==> config.mk <==
export PLATFORM = sky130hd
export DESIGN_NAME = pipelined_prefetch
export DESIGN_NICKNAME = d
export VERILOG_FILES = /design/src/rtl/zipcpu_prefetch_pkg.sv /design/src/rtl/prefetch_sfifo.sv /design/src/rtl/pipelined_prefetch.sv
export SDC_FILE = /design/constraint.sdc
export NUM_CORES = 1
export LEC_CHECK = 0
export ABC_AREA = 0
export BUFFER_PORTS_ARGS = -buffer_cell sky130_fd_sc_hd__buf_2
export CELL_PAD_IN_SITES_DETAIL_PLACEMENT = 1
export CELL_PAD_IN_SITES_GLOBAL_PLACEMENT = 1
export CORE_MARGIN = 2
export CORE_UTILIZATION = 43
export CTS_CLUSTER_SIZE = 10
export DETAILED_ROUTE_END_ITERATION = 10
export PLACE_DENSITY_LB_ADDON = 0.1
export RECOVER_POWER = 50
export SLEW_MARGIN = 10
export SYNTH_ARGS = -nofsm -noshare
export SYNTH_HDL_FRONTEND = slang
export SYNTH_SLANG_ARGS = --single-unit
export TNS_END_PERCENT = 5
==> constraint.sdc <==
create_clock -name i_clk -period 3.4 [get_ports i_clk]
set_clock_uncertainty 0.15 [all_clocks]
set_input_delay 0.68 -clock i_clk [delete_from_list [all_inputs] [get_ports i_clk]]
set_output_delay 0.68 -clock i_clk [all_outputs]
set_load 0.02 [all_outputs]
==> src/rtl/zipcpu_prefetch_pkg.sv <==
// Shared definitions for the pipelined instruction prefetch.
// Holds the default address/data widths and FIFO depth, the layout of
// one buffered fetch entry, and the fetch-engine state encoding.
package zipcpu_prefetch_pkg;

  localparam int PF_AW      = 32;
  localparam int PF_DW      = 32;
  localparam int PF_LGDEPTH = 2;

  // One buffered instruction: bus-error flag, its address, and the word.
  typedef struct packed {
    logic              illegal;
    logic [PF_AW-1:0]  pc;
    logic [PF_DW-1:0]  insn;
  } pf_entry_t;

  // IDLE: no bus activity until a redirect. FETCH: streaming.
  // ABORT: one dead cycle with cyc low after a redirect mid-cycle.
  typedef enum logic [1:0] {
    PF_IDLE  = 2'b00,
    PF_FETCH = 2'b01,
    PF_ABORT = 2'b10
  } pf_state_e;

endpackage

==> src/rtl/prefetch_sfifo.sv <==
// Synchronous first-word-fall-through FIFO for fetched instructions.
// Ports:
//   clk_i, rst_i     clock and synchronous active-high reset
//   push_i, data_i   write one entry (ignored when full unless popping)
//   pop_i            discard head entry (ignored when empty)
//   flush_i          empty the FIFO; dominates push and pop
//   data_o           head entry, straight from the storage registers
//   count_o          number of stored entries (0..DEPTH)
//   empty_o, full_o  status flags
module prefetch_sfifo #(
  parameter int LGDEPTH = 2,
  parameter int WIDTH   = 65
) (
  input  logic               clk_i,
  input  logic               rst_i,
  input  logic               push_i,
  input  logic               pop_i,
  input  logic               flush_i,
  input  logic [WIDTH-1:0]   data_i,
  output logic [WIDTH-1:0]   data_o,
  output logic [LGDEPTH:0]   count_o,
  output logic               empty_o,
  output logic               full_o
);

  localparam int DEPTH = 1 << LGDEPTH;
  localparam logic [LGDEPTH:0] DEPTH_C = (LGDEPTH+1)'(DEPTH);

  logic [WIDTH-1:0]   mem_q [DEPTH];
  logic [LGDEPTH-1:0] wr_ptr_q, wr_ptr_d, rd_ptr_q, rd_ptr_d;
  logic [LGDEPTH:0]   count_q, count_d;
  logic               do_push_s, do_pop_s;

  // Next-state for pointers and occupancy; flush wins over everything.
  always_comb begin
    wr_ptr_d  = wr_ptr_q;
    rd_ptr_d  = rd_ptr_q;
    count_d   = count_q;
    do_pop_s  = pop_i && (count_q != {(LGDEPTH+1){1'b0}});
    do_push_s = push_i && ((count_q != DEPTH_C) || do_pop_s);
    if (flush_i) begin
      wr_ptr_d = {LGDEPTH{1'b0}};
      rd_ptr_d = {LGDEPTH{1'b0}};
      count_d  = {(LGDEPTH+1){1'b0}};
    end else begin
      if (do_push_s) wr_ptr_d = wr_ptr_q + LGDEPTH'(1);
      else           wr_ptr_d = wr_ptr_q;
      if (do_pop_s)  rd_ptr_d = rd_ptr_q + LGDEPTH'(1);
      else           rd_ptr_d = rd_ptr_q;
      case ({do_push_s, do_pop_s})
        2'b10:   count_d = count_q + (LGDEPTH+1)'(1);
        2'b01:   count_d = count_q - (LGDEPTH+1)'(1);
        default: count_d = count_q;
      endcase
    end
  end

  // Pointer and occupancy registers.
  always_ff @(posedge clk_i) begin
    if (rst_i) begin
      wr_ptr_q <= {LGDEPTH{1'b0}};
      rd_ptr_q <= {LGDEPTH{1'b0}};
      count_q  <= {(LGDEPTH+1){1'b0}};
    end else begin
      wr_ptr_q <= wr_ptr_d;
      rd_ptr_q <= rd_ptr_d;
      count_q  <= count_d;
    end
  end

  // Storage array; contents need no reset since count gates validity.
  always_ff @(posedge clk_i) begin
    if (do_push_s && !flush_i) begin
      mem_q[wr_ptr_q] <= data_i;
    end
  end

  assign data_o  = mem_q[rd_ptr_q];
  assign count_o = count_q;
  assign empty_o = (count_q == {(LGDEPTH+1){1'b0}});
  assign full_o  = (count_q == DEPTH_C);

endmodule

==> src/rtl/pipelined_prefetch.sv <==
// Pipelined Wishbone instruction prefetch: keeps several sequential reads
// outstanding and buffers the returned words in a small FIFO ahead of the
// decoder. A redirect flushes everything and restarts at the new PC; a bus
// error is delivered as an entry flagged illegal and halts fetching.
// Ports:
//   i_clk, i_rst                 clock, synchronous active-high reset
//   i_new_pc, i_pc               redirect strobe and target
//   i_stalled_n                  consumer ready (pops when o_valid)
//   o_valid, o_i, o_pc, o_illegal  head-of-FIFO instruction
//   o_wb_*, i_wb_*               Wishbone B4 pipelined read master
module pipelined_prefetch
  import zipcpu_prefetch_pkg::*;
#(
  parameter int AW      = PF_AW,
  parameter int DW      = PF_DW,
  parameter int LGDEPTH = PF_LGDEPTH
) (
  input  logic          i_clk,
  input  logic          i_rst,
  input  logic          i_new_pc,
  input  logic [AW-1:0] i_pc,
  input  logic          i_stalled_n,
  output logic          o_valid,
  output logic [DW-1:0] o_i,
  output logic [AW-1:0] o_pc,
  output logic          o_illegal,
  output logic          o_wb_cyc,
  output logic          o_wb_stb,
  output logic          o_wb_we,
  output logic [AW-1:0] o_wb_addr,
  output logic [DW-1:0] o_wb_data,
  input  logic          i_wb_ack,
  input  logic          i_wb_stall,
  input  logic          i_wb_err,
  input  logic [DW-1:0] i_wb_data
);

  localparam int DEPTH = 1 << LGDEPTH;
  localparam logic [LGDEPTH+1:0] DEPTH_S = (LGDEPTH+2)'(DEPTH);

  typedef struct packed {
    logic          illegal;
    logic [AW-1:0] pc;
    logic [DW-1:0] insn;
  } entry_t;

  pf_state_e        state_q, state_d;
  logic             cyc_q, cyc_d, stb_q, stb_d;
  logic [AW-1:0]    addr_q, addr_d;          // next request address
  logic [AW-1:0]    rsp_addr_q, rsp_addr_d;  // address of next response
  logic [AW-1:0]    pend_pc_q, pend_pc_d;    // target held across abort
  logic [LGDEPTH:0] outst_q, outst_d;

  logic             accept_s, ack_s, err_s;
  logic             push_s, flush_s, pop_s, empty_s, full_s;
  logic [LGDEPTH:0] count_s;
  logic [LGDEPTH+1:0] sum_s;
  entry_t           push_entry_s, head_s;

  // Responses only count while our own cycle is open; anything arriving
  // with cyc low belongs to an aborted stream.
  assign accept_s = stb_q && !i_wb_stall;
  assign ack_s    = cyc_q && i_wb_ack;
  assign err_s    = cyc_q && i_wb_err;
  assign pop_s    = !empty_s && i_stalled_n;

  // Slots already promised: in flight + buffered + the one issuing now.
  assign sum_s = {1'b0, outst_q} + {1'b0, count_s}
               + {{(LGDEPTH+1){1'b0}}, accept_s};

  // Fetch engine next-state and bus request logic.
  always_comb begin
    state_d    = state_q;
    cyc_d      = cyc_q;
    stb_d      = stb_q;
    addr_d     = addr_q;
    rsp_addr_d = rsp_addr_q;
    pend_pc_d  = pend_pc_q;
    outst_d    = outst_q;
    push_s     = 1'b0;
    flush_s    = 1'b0;
    push_entry_s.illegal = 1'b0;
    push_entry_s.pc      = rsp_addr_q;
    push_entry_s.insn    = i_wb_data;
    case (state_q)
      PF_IDLE: begin
        if (i_new_pc) begin
          flush_s = 1'b1; state_d = PF_FETCH; cyc_d = 1'b1; stb_d = 1'b1;
          addr_d = i_pc; rsp_addr_d = i_pc; outst_d = '0;
        end else begin
          cyc_d = 1'b0; stb_d = 1'b0;
        end
      end
      PF_ABORT: begin
        // A redirect arriving in the dead cycle simply supersedes the held one.
        flush_s = 1'b1; state_d = PF_FETCH; cyc_d = 1'b1; stb_d = 1'b1;
        outst_d = '0;
        if (i_new_pc) begin
          addr_d = i_pc; rsp_addr_d = i_pc;
        end else begin
          addr_d = pend_pc_q; rsp_addr_d = pend_pc_q;
        end
      end
      PF_FETCH: begin
        if (i_new_pc) begin
          flush_s = 1'b1;
          if (cyc_q) begin
            // Drop the cycle for one clock so the slave forgets old requests.
            state_d = PF_ABORT; cyc_d = 1'b0; stb_d = 1'b0;
            pend_pc_d = i_pc; outst_d = '0;
          end else begin
            cyc_d = 1'b1; stb_d = 1'b1;
            addr_d = i_pc; rsp_addr_d = i_pc; outst_d = '0;
          end
        end else if (err_s) begin
          push_s = 1'b1; push_entry_s.illegal = 1'b1;
          state_d = PF_IDLE; cyc_d = 1'b0; stb_d = 1'b0; outst_d = '0;
        end else begin
          if (accept_s) addr_d = addr_q + AW'(1);
          else          addr_d = addr_q;
          if (ack_s) begin
            push_s = 1'b1; rsp_addr_d = rsp_addr_q + AW'(1);
          end else begin
            rsp_addr_d = rsp_addr_q;
          end
          outst_d = outst_q + {{LGDEPTH{1'b0}}, accept_s}
                            - {{LGDEPTH{1'b0}}, ack_s};
          stb_d   = !full_s && (sum_s < DEPTH_S);
          cyc_d   = stb_d || (outst_d != '0);
        end
      end
      default: begin
        state_d = PF_IDLE; cyc_d = 1'b0; stb_d = 1'b0;
        outst_d = '0; flush_s = 1'b1;
      end
    endcase
  end

  // Fetch engine registers.
  always_ff @(posedge i_clk) begin
    if (i_rst) begin
      state_q    <= PF_IDLE;
      cyc_q      <= 1'b0;
      stb_q      <= 1'b0;
      addr_q     <= '1;
      rsp_addr_q <= '1;
      pend_pc_q  <= '0;
      outst_q    <= '0;
    end else begin
      state_q    <= state_d;
      cyc_q      <= cyc_d;
      stb_q      <= stb_d;
      addr_q     <= addr_d;
      rsp_addr_q <= rsp_addr_d;
      pend_pc_q  <= pend_pc_d;
      outst_q    <= outst_d;
    end
  end

  prefetch_sfifo #(
    .LGDEPTH(LGDEPTH),
    .WIDTH  (1 + AW + DW)
  ) u_fifo (
    .clk_i  (i_clk),
    .rst_i  (i_rst),
    .push_i (push_s),
    .pop_i  (pop_s),
    .flush_i(flush_s),
    .data_i (push_entry_s),
    .data_o (head_s),
    .count_o(count_s),
    .empty_o(empty_s),
    .full_o (full_s)
  );

  assign o_valid   = !empty_s;
  assign o_i       = head_s.insn;
  assign o_pc      = head_s.pc;
  assign o_illegal = !empty_s && head_s.illegal;

  assign o_wb_cyc  = cyc_q;
  assign o_wb_stb  = stb_q;
  assign o_wb_we   = 1'b0;
  assign o_wb_addr = addr_q;
  assign o_wb_data = '0;

endmodule

==> flow_metrics.py <==
metrics = {
    "outcome": {
        "outcome": "finished, violations left",
        "violations": "capacitance limit, slew limit",
    },
    "worst_setup_path": {
        "ff2ff_setup_slack_ns": 0.19,
        "reg2reg_from": "state_q[1]",
        "cp_slowest_cell": "clkbuf_2",
        "critPathCaptureType": "flop",
        "worstPathMaxFanout": 31,
        "cp_slowest_stage_delay_ns": 0.71,
        "r2r_end": "rsp_addr_q[24]",
        "path_delay_family": "buffers and inverters",
        "worstRegToRegCells": 8,
        "crit_chain": "inv_1, ha_1, nor2b_1, clkbuf_1, a2111oi_0, clkbuf_2, nand2_1, o32a_1",
        "worst-path-stages": 8,
        "worst-endpoint-arrival_ns": 3.50,
        "crit_required_ns": 3.70,
        "crit_buf_inv": 3,
        "critPathKind": "reg2reg",
        "start_kind": "flop",
    },
    "clock_network": {
        "ctsResizeCount": 0,
        "htreeDepth": 2,
        "postCtsHoldBufs": 0,
        "cts.reportedPaths.clkPinSlew_ns": 0.06,
        "clockBufferDepth": 3,
        "cts-root-buf": "clkbuf_16",
        "cts_setup_buffers": 0,
        "cts_sinks": 372,
        "cts_tree": "yes",
        "cts_buffers": 44,
        "clk_latency_ns": 0.56,
    },
    "sta": {
        "holdWs_ns": 0.2192,
        "tns_ns": 0,
        "setup_viol": 0,
        "fmax_mhz": 312.0,
        "period_minus_slack_ns": 3.206,
        "hold_violations": 0,
        "relSlewSlack": -0.001331,
        "fin_ws_ns": 0.1944,
        "rsz0062_at_grt": "no",
        "slew_violations": 27,
        "fin_crit_sh": 0.9428,
        "tightest_slew_ns": 1.502,
    },
    "min_path": {
        "hp-class": "in2reg",
        "worst_hold_startpoint": "i_pc[18]",
        "holdPathEnd": "pend_pc_q[18]",
        "hold-path-cell-count": 3,
    },
    "yosys": {
        "synth-edff-count": 260,
        "yosys_warnings": 0,
        "synthCells": 1327,
        "yosysTopAreaCellShare": 0.4691,
        "synth_flop_cell": "edfxtp_1",
        "synthDistinctLibCells": 75,
        "ys_ff_latch": 372,
        "synth_area_leaders": "edfxtp_1 (47%), dfxtp_1 (13%), mux4_2 (8.8%), a21oi_1 (3.2%), nand2_1 (3.0%)",
        "synth_top_cell_by_area": "edfxtp_1",
        "netlist_area_um2": 16640,
        "async_flop_share": 0,
        "ys_seq_area_frac": 0.6038,
        "syn-mean-instance-area_um2": 12.54,
    },
    "detailed_routing": {
        "dr.pass1.iters": 5,
        "top_layer": "met5",
        "totalWireLength_um": 51740,
        "drt-wirelength-per-cell_um": 24.94,
        "wl_met2_um": 24560,
        "vias_per_cell": 5.898,
        "met3_length_um": 2906,
        "drc": 0,
        "via_count": 12240,
        "drt_iter0_drc": 894,
        "ant_nets": 0,
        "wirelength_met1_um": 23100,
    },
    "grt": {
        "grt_max_degree": 61,
        "grt.total_usage": 0.2580,
        "grt_pass1_wl_um": 78990,
        "grt_antenna_before_repair": 2,
        "overflow": 0,
        "grt_pass1_vias": 12500,
    },
    "final_layout": {
        "num-fill-cells": 4095,
        "n_antenna_cell": 0,
        "layout_common_cells": "edfxtp_1 (260), nand2_1 (131), dfxtp_1 (110), a21oi_1 (106), buf_2 (103)",
        "drive_gt1_frac": 0.1914,
        "finalInstanceArea_um2": 19500,
        "nets": 1620,
        "layout_commonest_cell": "edfxtp_1",
        "area_delta_synth_final_pct": 17.16,
    },
    "flow_run": {
        "maxCapViolCount": 1,
    },
    "placement": {
        "place_ws_ns": 0.4165,
        "hpwl_um": 36890,
        "io_buffer_count": 170,
        "post_dp_cell_area_um2": 18420,
        "gp_congestion": 0.8636,
    },
    "die": {
        "dieArea_um2": 40290,
        "ioPinCount": 204,
        "die_h_um": 200.7,
        "row_count": 72,
        "core_area_um2": 38470,
        "initial_utilization": 0.4327,
        "die_x_um": 200.7,
    },
    "power_and_ir_drop": {
        "peakVddDrop_uv": 312.6,
        "p_per_area_nw_per_um2": 635.2,
        "power_leakage_nw": 6.590,
    },
}
[worst min-delay path: stages]
cell and delay (ns):
buf_2 0.10, nand2_1 0.05, a21oi_1 0.05
[cells by family (layout without fill, tap and decap cells)]
kind of cell,Yosys count,count (layout),share of synthesized area
flip-flops,372,372,0.6038
AND/OR/NAND/NOR,345,345,0.09893
AO/OA/AOI/OAI,355,355,0.1372
buffers and inverters,139,337,0.04007
multiplexers,74,74,0.09367
adder cells (fa/ha/maj),16,16,0.01293
other,1,33,0.0002253
XOR/XNOR,25,25,0.01316
[registers in the layout, summed over array words and instances (netlist names), named ones only]
name	flops
u_fifo.wr_ptr_q	2
state_q	2
o_wb_stb	1
u_fifo.count_o	3
o_wb_cyc	1
u_fifo.rd_ptr_q	2
rsp_addr_q	32
u_fifo.mem_q	260
pend_pc_q	32
outst_q	3
o_wb_addr	32
[how the worst max path moves through the flow]
stage	start	endpoint	slack, ns
after detailed placement	state_q[0]	o_wb_addr[31]	0.42
final	state_q[1]	rsp_addr_q[24]	0.19
after CTS	flop	o_i[13]	0.13
after global routing	state_q[1]	rsp_addr_q[24]	0.03
after global placement	state_q[0]	o_wb_addr[31]	0.36
after floorplan	i_new_pc	u_fifo.mem_q[3][0]	-0.25
[power by group]
part	internal (mW)	switching, mW	leakage [nW]
clock	2.48	1.80	0.615
combinational	0.827	1.69	2.74
sequential	5.16	0.428	3.23
total	8.47	3.92	6.59
[synth_stat cells (all sizes together), types with 11 or more instances]
cell type / count
buf: 54
xor2: 16
a21oi: 106
inv: 24
a31oi: 21
nand2: 131
ha: 14
clkbuf: 61
mux4: 65
dfxtp: 112
edfxtp: 260
and3: 12
o211ai: 14
nor3: 23
o21ai: 99
nor2: 67
nand4: 26
nand3: 31
a41oi: 11
[stage by stage]
step	total power [mW]	util	std cells
2_1_floorplan	7.113	-	1359
3_3_place_gp	8.179	0.4788	2005
3_5_place_dp	8.222	0.4788	2005
4_1_cts	12.53	0.5118	2075
5_1_grt	12.91	0.5069	2075
6_report	12.39	0.5069	2075
[final cells by class]
class | count | area [µm²] | area share
multi-input combinational | 848 | 6047 | 0.3101
tap | 518 | 648.1 | 0.03324
sequential | 372 | 10060 | 0.5158
clock buffer | 67 | 1237 | 0.06346
inverter | 24 | 90.09 | 0.004620
clock inverter | 3 | 33.78 | 0.001733
timing repair buffer | 243 | 1385 | 0.07103
[metal layers]
layer  vias to the layer above  GRT usage
li1                       5481          -
met5                         -          0
met3                        81    0.04010
met2                       428     0.4159
met4                         4    0.07011
met1                      6244     0.3660
Power figures use the tool's default switching activity.
